$ cat config.mk
export PLATFORM = sky130hd
export DESIGN_NAME = seg_scan_ctrl
export DESIGN_NICKNAME = d
export VERILOG_FILES = /design/src/rtl/seg_scan_ctrl.sv
export SDC_FILE = /design/constraint.sdc
export NUM_CORES = 1
export LEC_CHECK = 0
export BUFFER_PORTS_ARGS = -buffer_cell sky130_fd_sc_hd__clkbuf_2
export CAP_MARGIN = 20
export CORE_ASPECT_RATIO = 1.25
export CORE_MARGIN = 2
export CORE_UTILIZATION = 42
export DETAILED_ROUTE_END_ITERATION = 8
export HOLD_SLACK_MARGIN = 0.15
export PLACE_DENSITY = 0.71
export SETUP_SLACK_MARGIN = 0.3
export SYNTH_ARGS = -nofsm -noshare
export SYNTH_HDL_FRONTEND = slang
export SYNTH_SLANG_ARGS = --single-unit
export TNS_END_PERCENT = 1
$ cat constraint.sdc
create_clock -name clk -period 3.5 [get_ports clk]
set_input_delay 0 -clock clk [delete_from_list [all_inputs] [get_ports clk]]
set_output_delay 0 -clock clk [all_outputs]
set_load 0.02 [all_outputs]
$ cat src/rtl/seg_scan_ctrl.sv
// -----------------------------------------------------------------------------
// seg_scan_ctrl
//
// Time-multiplexed scan controller for a common-anode multi-digit 7-segment
// display. One shared BCD-to-7-segment decoder is driven per digit slot. Each
// slot opens with a one-cycle anti-ghost gap where all anodes are off.
//
// The displayed value is double-buffered. A load writes the staging register,
// and the staging register is copied into the shadow register only at the
// frame boundary. The last cycle of the last slot is the frame boundary.
//
// Parameters:
//   DIGITS       number of digit positions scanned (2..8)
//   REFRESH_DIV  clock cycles per digit slot (>= 2)
//
// Ports:
//   clk         system clock; every register updates on its rising edge
//   rst         synchronous, active-high reset
//   load        single-cycle strobe; captures bcd_in into the staging register
//   bcd_in      packed BCD value; digit k = bits [4k+3:4k]
//   bcd_sel     registered BCD code for the shared decoder
//   an_n        registered active-low anode enables; at most one is low
//   pending     a staged value is waiting for the next frame boundary
//   frame_done  one-cycle pulse after the staged value has been committed
//
// Build option:
//   SEG_LZB_EN  when defined, enables leading-zero blanking. Digit k (k >= 1)
//               is blanked while it and all more-significant shadow digits are
//               zero. A blanked slot keeps all anodes off and drives 4'hF.
// -----------------------------------------------------------------------------
module seg_scan_ctrl #(
  parameter int DIGITS      = 4,
  parameter int REFRESH_DIV = 1000
) (
  input  logic                  clk,
  input  logic                  rst,
  input  logic                  load,
  input  logic [4*DIGITS-1:0]   bcd_in,
  output logic [3:0]            bcd_sel,
  output logic [DIGITS-1:0]     an_n,
  output logic                  pending,
  output logic                  frame_done
);

  localparam int PW = (REFRESH_DIV > 1) ? $clog2(REFRESH_DIV) : 1;
  localparam int IW = (DIGITS > 1) ? $clog2(DIGITS) : 1;
  localparam logic [PW-1:0] PRESC_LAST = PW'(REFRESH_DIV - 1);
  localparam logic [IW-1:0] IDX_LAST   = IW'(DIGITS - 1);

  logic [PW-1:0]          presc, presc_nxt;
  logic [IW-1:0]          idx, idx_nxt;
  logic [4*DIGITS-1:0]    staged, shadow, shadow_nxt;
  logic                   slot_end, boundary, commit;
  logic [3:0]             digit_nxt, sel_nxt;
  logic [DIGITS-1:0]      an_nxt;
  logic                   blank_nxt;

  // Slot and frame sequencing
  always_comb begin
    slot_end  = (presc == PRESC_LAST);
    boundary  = slot_end && (idx == IDX_LAST);
    commit    = boundary && pending;
    presc_nxt = slot_end ? '0 : presc + 1'b1;
    idx_nxt   = idx;
    if (slot_end) begin
      idx_nxt = (idx == IDX_LAST) ? '0 : idx + 1'b1;
    end
    // The shadow copy happens on the same edge that moves the scan to slot 0.
    // The committed digit 0 therefore appears on bcd_sel immediately.
    shadow_nxt = commit ? staged : shadow;
  end

  // Digit selection for the slot the outputs will describe after this edge
  always_comb begin
    digit_nxt = 4'h0;
    for (int k = 0; k < DIGITS; k++) begin
      if (idx_nxt == IW'(k)) begin
        digit_nxt = shadow_nxt[4*k +: 4];
      end
    end
  end

`ifdef SEG_LZB_EN
  logic [DIGITS-1:0] upper_zero;
  logic              zero_acc;

  // upper_zero[k]: shadow digits k..DIGITS-1 are all zero
  always_comb begin
    zero_acc   = 1'b1;
    upper_zero = '0;
    for (int k = DIGITS - 1; k >= 0; k--) begin
      zero_acc      = zero_acc & (shadow_nxt[4*k +: 4] == 4'h0);
      upper_zero[k] = zero_acc;
    end
  end

  always_comb begin
    blank_nxt = 1'b0;
    for (int k = 1; k < DIGITS; k++) begin
      if (idx_nxt == IW'(k) && upper_zero[k]) begin
        blank_nxt = 1'b1;
      end
    end
  end
`else
  always_comb begin
    blank_nxt = 1'b0;
  end
`endif

  // Output decode: presc == 0 is the anti-ghost gap of every slot
  always_comb begin
    sel_nxt = blank_nxt ? 4'hF : digit_nxt;
    an_nxt  = '1;
    for (int k = 0; k < DIGITS; k++) begin
      if (idx_nxt == IW'(k) && presc_nxt != '0 && !blank_nxt) begin
        an_nxt[k] = 1'b0;
      end
    end
  end

  always_ff @(posedge clk) begin
    if (rst) begin
      presc      <= '0;
      idx        <= '0;
      staged     <= '0;
      shadow     <= '0;
      pending    <= 1'b0;
      frame_done <= 1'b0;
      bcd_sel    <= 4'h0;
      an_n       <= '1;
    end else begin
      presc      <= presc_nxt;
      idx        <= idx_nxt;
      shadow     <= shadow_nxt;
      frame_done <= commit;
      bcd_sel    <= sel_nxt;
      an_n       <= an_nxt;
      if (load) begin
        staged <= bcd_in;
      end
      // A load on the boundary cycle takes priority over the commit clear.
      if (load) begin
        pending <= 1'b1;
      end else if (commit) begin
        pending <= 1'b0;
      end
    end
  end

endmodule
* After elaboration in Yosys (flattened, before gate mapping)
Cells that the tools add are included.
** Storage, ports and cells
- Word-level logic and storage cells :: 38
- Input port bits :: 19
- Register bits after elaboration :: 54
** Operators by class
- Multiplexer cells :: 14
- Reductions and logical operators :: 9
- Equality and inequality tests :: 5
- Add/sub/neg operators :: 2
** Operators with widths (count)
- $mux W16 :: 1
- $mux W4 :: 4
- $add A10 B1 Y10 const B :: 1
- $eq A10 B10 Y1 const B :: 1
- $mux W10 :: 1
- $reduce_bool A10 Y1 :: 1
- $eq A2 B2 Y1 const B :: 3
- $logic_and A1 B1 Y1 :: 6
- $mux W1 :: 6
- $mux W2 :: 2
- $add A2 B1 Y2 const B :: 1
- $eq A2 B1 Y1 const B :: 1
- $logic_not A2 Y1 :: 1
- $reduce_bool A2 Y1 :: 1

* Depth between registers and ports, before layout
Gate-level depths: netlist of the first run.
- Depth after elaboration :: 8
- Mapped depth :: 7
- Mapped depth without buffers :: 6

* Worst setup path after synthesis of the first run
OpenSTA, ideal clock, no wires.
- Path kind :: register to register
- From :: reg presc[0]
- To :: reg bcd_sel[0]
- Slack :: 1493 ps
- Library setup time :: 140 ps
- Cell stages (with the launch flop) :: 8
- Buffers on the path :: 1
- Arrival :: 1867 ps
- Cells stage by stage :: dfxtp_1 > ha_1 > nand2_4 > nor4_4 > buf_6 > mux2_4 > o21ai_2 > a221oi_2
** On the way
- Longest elaborated chain between the ends :: 8
** Ends and longest elaborated chain
- from (decl) :: line 50 : logic [PW-1:0] presc, presc_nxt;
- from (signal assigned) :: line 133 : presc <= presc_nxt;
- $eq A10 B10 Y1 (*) :: line 60 : slot_end = (presc == PRESC_LAST);
- $logic_and A1 B1 Y1 :: line 61 : boundary = slot_end && (idx == IDX_LAST);
- $logic_and A1 B1 Y1 :: line 62 : commit = boundary && pending;
- $mux W16 :: line 70 : shadow_nxt = commit ? staged : shadow;
- $mux W4 (3 in a row) :: line 77 : if (idx_nxt == IW'(k)) begin
- $mux W4 (*) :: line 77
- to (signal assigned) :: line 137 : bcd_sel <= sel_nxt;
- to (decl) :: line 39 : output logic [3:0] bcd_sel,
Mark *: on every way between the ends. The rest lies on a longest branch, timed or not.
A chain may end at the register's enable or synchronous reset.

* Final worst setup path of the first run
- From :: reg presc[5]
- To :: reg bcd_sel[2]
Same word-level chain as after synthesis.

==> impl_results.md, run 1 <==
* Post_cts resized at 0
* FF+latch count, synth at 54
* Mapped cell area at 2380 um2
* CP Launch Type: flip-flop
* IO Port Bufs at 28
* EDFF count, synth at 0
* NumNets Final at 300
* Setup ws final at 1.101 ns
* Filler cell count at 512
* Clock Skews at 0.003163 ns
* Worst-path clk slew at 0.09 ns
* CP bufs+invs at 1
* Tmin final at 2.399 ns
* Slew Viols, Final at 0
* Synth unique cells at 48
* Pwr/cell area at 397.2 nW/um2
* Post-route ant nets at 0
* Routed vias/inst at 5.326
* TritonCTS buffer count at 5
* CP delay by family, top: simple AND/OR/NAND/NOR gates
* Final GP Congestion at 0.9223
* Max clock buf depth at 2
* FMAX at 0.4168 GHz
* Initial Util at 0.4372
* # diodes at 0
* Crit-path slowest cell: nor4_4
* Asr flop ratio synth at 0
* Final Hold Viols at 0
* Sequential share of the synthesized area at 0.4543
* VDD IR-drop max at 144.6 uV
* I/O pins at 29
* Critical path required time at 3.68 ns
* Pleak at 1.149 nW
* Area Growth Syn to Fin at 18.45%
* Chip Height at 88.16 um
* CTS root buf: clkbuf_8
* Max cap viols at 0
* Synth warn at 0
* Initial antenna violation count at 0
* H-tree depth at 2
* Drc violations at 0
* DR pass1 iterations at 4
* First-pass GRT wire length at 7928 um
* Vias in the first global route at 1,669
* Drt total wl at 5000 um
* DR vias at 1,832
* Global Route Usage Sum at 0.1634
* Relative slew slack at 0.5795
* Setup violators final at 0
* DP Worst Slack at 1.110 ns
* Num Clock Sinks at 54
* FP Rows at 30
* Synth area leaders: dfxtp_1, mux2i_1, nor2_1
* Clk_lat worst skew at 0.30 ns
* CTS tree: built
* Average instance area after synthesis at 9.999 um2
* Pin count of the biggest net entering global routing at 40
* CP Class: flip-flop to flip-flop
* Ys flop type: dfxtp_1
* Crit-path max cell delay at 0.56 ns
* TNS Setup at 0 ns
* Status: finished, final reports clean
* Worst slew pin tran at 0.6261 ns
* GRT Residual Overflow at 0
* RSZ-0062 raised after global routing: false
* Cell taking the most area after synthesis: dfxtp_1
* Period utilisation layout at 0.6855
* Mapped Cells at 238
* Die width at 71.33 um
* Top-area cell type share of the netlist area at 0.4543
* Hold Path Class: input port to flip-flop
* Die area at 6288 um2
* Worst Setup End Kind: flip-flop
* CP cell instances: nand3_1 -> nor4_4 -> buf_4 -> mux2_4 -> o21ai_2 -> a221oi_2
* DR iter-0 viols at 86
* Drt wl/cell at 14.53 um
* Layout cell share with drive strength beyond 1 at 0.2464
* Core Region at 5443 um2
* Worst Path Arrival at 2.58 ns
* HPWL after detailed placement at 3409 um
* Crit path max fanout at 10
* Mapped Nets at 259
==> through the flow <==
step	utilization	std cells	hold WS, ns	area, um2	power [mW]
5_1_grt	0.5179	344	0.2177	2819	1.158
3_3_place_gp	0.4683	320	0.2347	2549	0.7063
6_report	0.5179	344	0.2012	2819	1.120
3_5_place_dp	0.4683	320	0.2463	2549	0.7085
2_1_floorplan	-	238	0.1469	2380	0.6874
4_1_cts	0.5179	344	0.1959	2819	1.130
==> registers in the layout, summed over array words and instances, names as in the netlist <==
name        cells
frame_done      1
an_n            4
pending         1
shadow         16
bcd_sel         4
staged         16
idx             2
presc          10
==> power by group <==
| part | internal [mW] | switching (mW) |
|---|---|---|
| sequential | 0.629 | 0.0104 |
| clock | 0.214 | 0.199 |
| combinational | 0.0360 | 0.0318 |
| total | 0.879 | 0.241 |
==> layer usage <==
metal  routed length (um)  up-vias  part of all wire  track usage
met2                 2492       42              0.50       0.2811
met1                 2219      856              0.44       0.1945
met4                  104        0             0.021      0.06861
li1                     -      927                 -            -
met5                    0        -                 0            0
met3                  184        7             0.037      0.03913
==> repair_timing <==
action,CTS,global route
hold buffers,16,0
buffers inserted,0,0
endpoints found under the hold margin,16,0
endpoints found under the setup margin,0,0
==> worst min-delay path, cell delays in order <==
cell      delay (ns)
clkbuf_2        0.08
buf_4           0.25
nor2_1          0.14
==> cells in the final DEF (no fill, tap or decap), types with 5 or more instances in the layout <==
cell type and instances:
nand2_1 13, and2_1 10, o21ai_0 6, xnor2_1 5, mux2_2 8, clkbuf_2 28, mux2i_1 21, nor2_1 36
a21oi_1 13, nand3_1 5, clkbuf_8 5, dlygate4sd3_1 16, dfxtp_1 54
==> path summary, 6_finish.rpt <==
kind / start / end / slack, ns / depth (start not counted)
min reg2reg: shadow[1]$_SDFF_PP0_ / shadow[1]$_SDFF_PP0_ / 0.46 / 2
min: rst / staged[11]$_SDFFE_PP0P_ / 0.20 / 3
max: presc[5]$_SDFF_PP0_ / bcd_sel[2]$_SDFF_PP0_ / 1.10 / 6
max reg2reg: presc[5]$_SDFF_PP0_ / bcd_sel[2]$_SDFF_PP0_ / 1.10 / 6
==> cell type report <==
class	count	area, um2	share of cell area
clock buffer	6	72.57	0.02574
clock inverter	2	37.54	0.01332
inverter	1	3.754	0.001332
multi-input combinational	171	1229	0.4359
sequential	54	1081	0.3835
tap	64	80.08	0.02841
timing repair buffer	46	315.3	0.1119
==> kinds of logic after synthesis <==
group	share of synthesized area
AOI/OAI and AO/OA	0.1325
xor gates and xnor gates	0.02208
adders and majority gates	0.01051
buffers and inverters	0.02944
DFF	0.4543
muxes	0.1451
and+or+nand+nor	0.2061
==> Yosys cell counts (all sizes together), types with 2 or more instances <==
master   n
mux2i   21
nand2   14
o21ai    9
dfxtp   54
and3     3
a221oi   3
a21oi   13
nand3    5
buf      6
a22oi    3
clkbuf   6
nor2    36
or2      2
o31ai    2
xnor2    5
and2    13
nor3     5
ha       2
mux2    11
and4     3
o211ai   4
Note: power is estimated with default switching activity, not from simulation.
==> inputs of run 2 (changes only) <==
--- a/config.mk
+++ b/config.mk
@@ -5,6 +5,7 @@
 export SDC_FILE = /design/constraint.sdc
 export NUM_CORES = 1
 export LEC_CHECK = 0
+export ABC_AREA = 1
 export BUFFER_PORTS_ARGS = -buffer_cell sky130_fd_sc_hd__clkbuf_2
 export CAP_MARGIN = 20
 export CORE_ASPECT_RATIO = 1.25
@@ -12,7 +13,7 @@
 export CORE_UTILIZATION = 42
 export DETAILED_ROUTE_END_ITERATION = 8
 export HOLD_SLACK_MARGIN = 0.15
-export PLACE_DENSITY = 0.71
+export PLACE_DENSITY = 0.73
 export SETUP_SLACK_MARGIN = 0.3
 export SYNTH_ARGS = -nofsm -noshare
 export SYNTH_HDL_FRONTEND = slang
==> constraint.sdc (replaced) <==
create_clock -name clk -period 2.04 [get_ports clk]
set_input_delay 0 -clock clk [delete_from_list [all_inputs] [get_ports clk]]
set_output_delay 0 -clock clk [all_outputs]
set_load 0.02 [all_outputs]
==> impl_results.md, run 2 <==
* FP Rows at 30 (unchanged)
* IO Port Bufs at 28 (unchanged)
* Final GP Congestion at 0.8342 (was 0.9223)
* CP Launch Type: flip-flop (unchanged)
* I/O pins at 29 (unchanged)
* Layout Cells excl Fill at 447 (was 344)
* Die width at 70.56 um (was 71.33 um)
* Layout cell share with drive strength beyond 1 at 0.1958 (was 0.2464)
* Die area at 6153 um2 (was 6288 um2)
* Num Clock Sinks at 54 (unchanged)
* VDD IR-drop max at 473.2 uV (was 144.6 uV)
* WL met1 at 2336 um (was 2219 um)
* Clk_lat worst skew at 0.32 ns (was 0.30 ns)
* Max cap viols at 0 (unchanged)
* NumNets Final at 403 (was 300)
* Hold Path Sink: shadow[12]$_SDFF_PP0_ (was staged[11]$_SDFFE_PP0P_)
* Min-delay src: rst (unchanged)
* Mapped cell area at 2326 um2 (was 2380 um2)
* Mapped Nets at 350 (was 259)
* Met2 Wirelength at 2842 um (was 2492 um)
* CTS root buf: clkbuf_8 (unchanged)
* Vias in the first global route at 2,072 (was 1,669)
* Worst Path Arrival at 1.97 ns (was 2.58 ns)
* Drt wl/cell at 12.32 um (was 14.53 um)
* CTS tree: built (unchanged)
* Placed insts at 411 (was 320)
* DR vias at 2,244 (was 1,832)
* Period utilisation layout at 0.8400 (was 0.6855)
* Most common cell in the synthesized netlist: nand2_1 (was dfxtp_1)
* Reg-to-reg setup timing slack at 0.33 ns (was 1.10 ns)
* Tmin final at 1.714 ns (was 2.399 ns)
* Synth warn at 0 (unchanged)
* Initial Util at 0.4303 (was 0.4372)
* H-tree depth at 2 (unchanged)
* Setup violators final at 0 (unchanged)
* Synth unique cells at 24 (was 48)
* Initial antenna violation count at 0 (unchanged)
* EDFF count, synth at 0 (unchanged)
* Core Region at 5405 um2 (was 5443 um2)
* Pwr/cell area at 664.1 nW/um2 (was 397.2 nW/um2)
* Synth area leaders: dfxtp_1, nand2_1, nor2_1 (was dfxtp_1, mux2i_1, nor2_1)
* TNS Setup at 0 ns (unchanged)
* Most common cell after layout, fill and taps aside: nand2_1 (was dfxtp_1)
* First-pass GRT wire length at 9377 um (was 7928 um)
* FF+latch count, synth at 54 (unchanged)
* TritonCTS buffer count at 5 (unchanged)
* Reg2reg start: presc[0]$_SDFF_PP0_ (was presc[5]$_SDFF_PP0_)
* RSZ-0062 raised after global routing: true (was false)
* Cells on Worst Hold Path at 3 (unchanged)
* FMAX at 0.5835 GHz (was 0.4168 GHz)
* Average instance area after synthesis at 7.070 um2 (was 9.999 um2)
* Cell taking the most area after synthesis: dfxtp_1 (unchanged)
* Top Layer Used: met4 (unchanged)
* Reg2reg path depth at 12 (was 6)
* Filler cell count at 501 (was 512)
* Pin count of the biggest net entering global routing at 35 (was 40)
* Worst Setup End Kind: flip-flop (unchanged)
* Global Route Usage Sum at 0.1926 (was 0.1634)
* Relative slew slack at 0.6283 (was 0.5795)
* DR iter-0 viols at 93 (was 86)
* Area Growth Syn to Fin at 28.56% (was 18.45%)
* Max clock buf depth at 2 (unchanged)
* Worst slew pin tran at 0.5570 ns (was 0.6261 ns)
* Drc violations at 0 (unchanged)
* GRT Residual Overflow at 0 (unchanged)
* Crit path max fanout at 7 (was 10)
* CP Class: flip-flop to flip-flop (unchanged)
* Asr flop ratio synth at 0 (unchanged)
* Met3 routed WL at 190 um (was 184 um)
* Post-route ant nets at 0 (unchanged)
* Ys flop type: dfxtp_1 (unchanged)
* Hold Path Class: input port to flip-flop (unchanged)
* Pleak at 1.389 nW (was 1.149 nW)
* Critical path required time at 2.29 ns (was 3.68 ns)
* Most frequent cells in the layout: nand2_1, nor2_1, dfxtp_1, inv_1, clkbuf_2 (was dfxtp_1, nor2_1, clkbuf_2, mux2i_1, dlygate4sd3_1)
* Final Hold Viols at 0 (unchanged)
* Synth cell count leaders: nand2_1, nor2_1, dfxtp_1 (was dfxtp_1, nor2_1, mux2i_1)
* Chip Height at 87.20 um (was 88.16 um)
* Clock Skews at 0.009183 ns (was 0.003163 ns)
* # diodes at 0 (unchanged)
* Worst-path clk slew at 0.10 ns (was 0.09 ns)
* Drt total wl at 5505 um (was 5000 um)
* Status: finished, final reports clean (unchanged)
* DR pass1 iterations at 4 (unchanged)
* Routed vias/inst at 5.020 (was 5.326)
* Sequential share of the synthesized area at 0.4648 (was 0.4543)
* Biggest regs: shadow: 16 flops, staged: 16 flops, presc: 10 flops (unchanged)
* R2r endpoint: bcd_sel[2]$_SDFF_PP0_ (unchanged)
* HPWL after detailed placement at 3409 um (about the same)
* Top-area cell type share of the netlist area at 0.4648 (was 0.4543)
* Slew Viols, Final at 0 (unchanged)
* Mapped Cells at 329 (was 238)
run 2: cell count changes after synthesis, sizes merged, moves of 9 or more:
cell	change
o21ai	+14
nor2	+33
and2	-13
mux2i	-21
nand4	+15
nand2	+71
mux2	-11
inv	+29
nand3	+9
run 2: repair_timing:
| item | in CTS | in global routing |
|---|---|---|
| setup endpoints to repair | 10 | 11 |
| hold endpoints to repair | 17 | 0 |
| setup buffers | 5 | 1 |
| hold buffers | 18 | 0 |
| gates resized for setup | 17 | 10 |
| pin swaps | 7 | 5 |
| cloned | 4 | 0 |
run 2: layout make-up:
type | count | area (um2) | share of cell area
sequential | 54 | 1086 | 0.3632
multi-input combinational | 234 | 1184 | 0.3958
timing repair buffer | 57 | 410.4 | 0.1372
clock buffer | 5 | 68.82 | 0.02301
tap | 64 | 80.08 | 0.02678
clock inverter | 3 | 48.80 | 0.01632
inverter | 30 | 112.6 | 0.03766
run 2: metrics by stage:
stage | hold slack, ns | cell area (um2) | total power [mW] | util | setup WS, ns
after floorplan | 0.1349 | 2326 | 1.183 | - | 0.3750
after global placement | 0.2207 | 2509 | 1.220 | 0.4641 | 0.1694
after detailed placement | 0.2289 | 2509 | 1.222 | 0.4641 | 0.1148
after CTS | 0.1823 | 2945 | 1.993 | 0.5449 | 0.3165
after global routing | 0.1933 | 2990 | 2.065 | 0.5532 | 0.1884
final | 0.1775 | 2990 | 1.986 | 0.5532 | 0.3263
run 2: routing by layer:
metal	vias up	track usage
met5	-	0
met4	0	0.07376
met3	11	0.03588
met2	51	0.3482
met1	1020	0.2258
li1	1162	-
run 2: how the worst max path moves through the flow:
| stage | startpoint | end | slack (ns) | cells past startpoint |
|---|---|---|---|---|
| 2_1_floorplan | presc[0]$_SDFF_PP0_ | bcd_sel[3]$_SDFF_PP0_ | 0.38 | 13 |
| 3_3_place_gp | presc[0]$_SDFF_PP0_ | bcd_sel[1]$_SDFF_PP0_ | 0.17 | 12 |
| 3_5_place_dp | presc[0]$_SDFF_PP0_ | bcd_sel[1]$_SDFF_PP0_ | 0.11 | 12 |
| 4_1_cts | presc[7]$_SDFF_PP0_ | bcd_sel[2]$_SDFF_PP0_ | 0.32 | 10 |
| 5_1_grt | presc[0]$_SDFF_PP0_ | bcd_sel[3]$_SDFF_PP0_ | 0.19 | 11 |
| 6_report | presc[0]$_SDFF_PP0_ | bcd_sel[2]$_SDFF_PP0_ | 0.33 | 12 |
run 2: worst max-delay path, stage by stage (launching register included):
cell     delay (ns)
dfxtp_4        0.38
ha_4           0.14
nand2_2        0.09
nor2_4         0.11
nand2_4        0.09
nor2_8         0.20
buf_6          0.15
nand4_1        0.15
nand2_1        0.11
nand2_1        0.06
nand2_1        0.06
nor2_1         0.04
nor2_1         0.07
run 2: logic make-up (layout without fill, tap and decap cells):
family                   count (synthesis)  after routing  synth area share
buffers and inverters                   44             95           0.07746
AO/OA/AOI/OAI                           39             39           0.08768
adder cells (fa/ha/maj)                  2              2           0.01076
AND/OR/NAND/NOR                        190            193            0.3593
flip-flops                              54             54            0.4648
run 2: power by group:
part,internal [mW],switching [mW]
registers,1.08,0.0208
logic,0.0654,0.0717
clock network,0.374,0.371
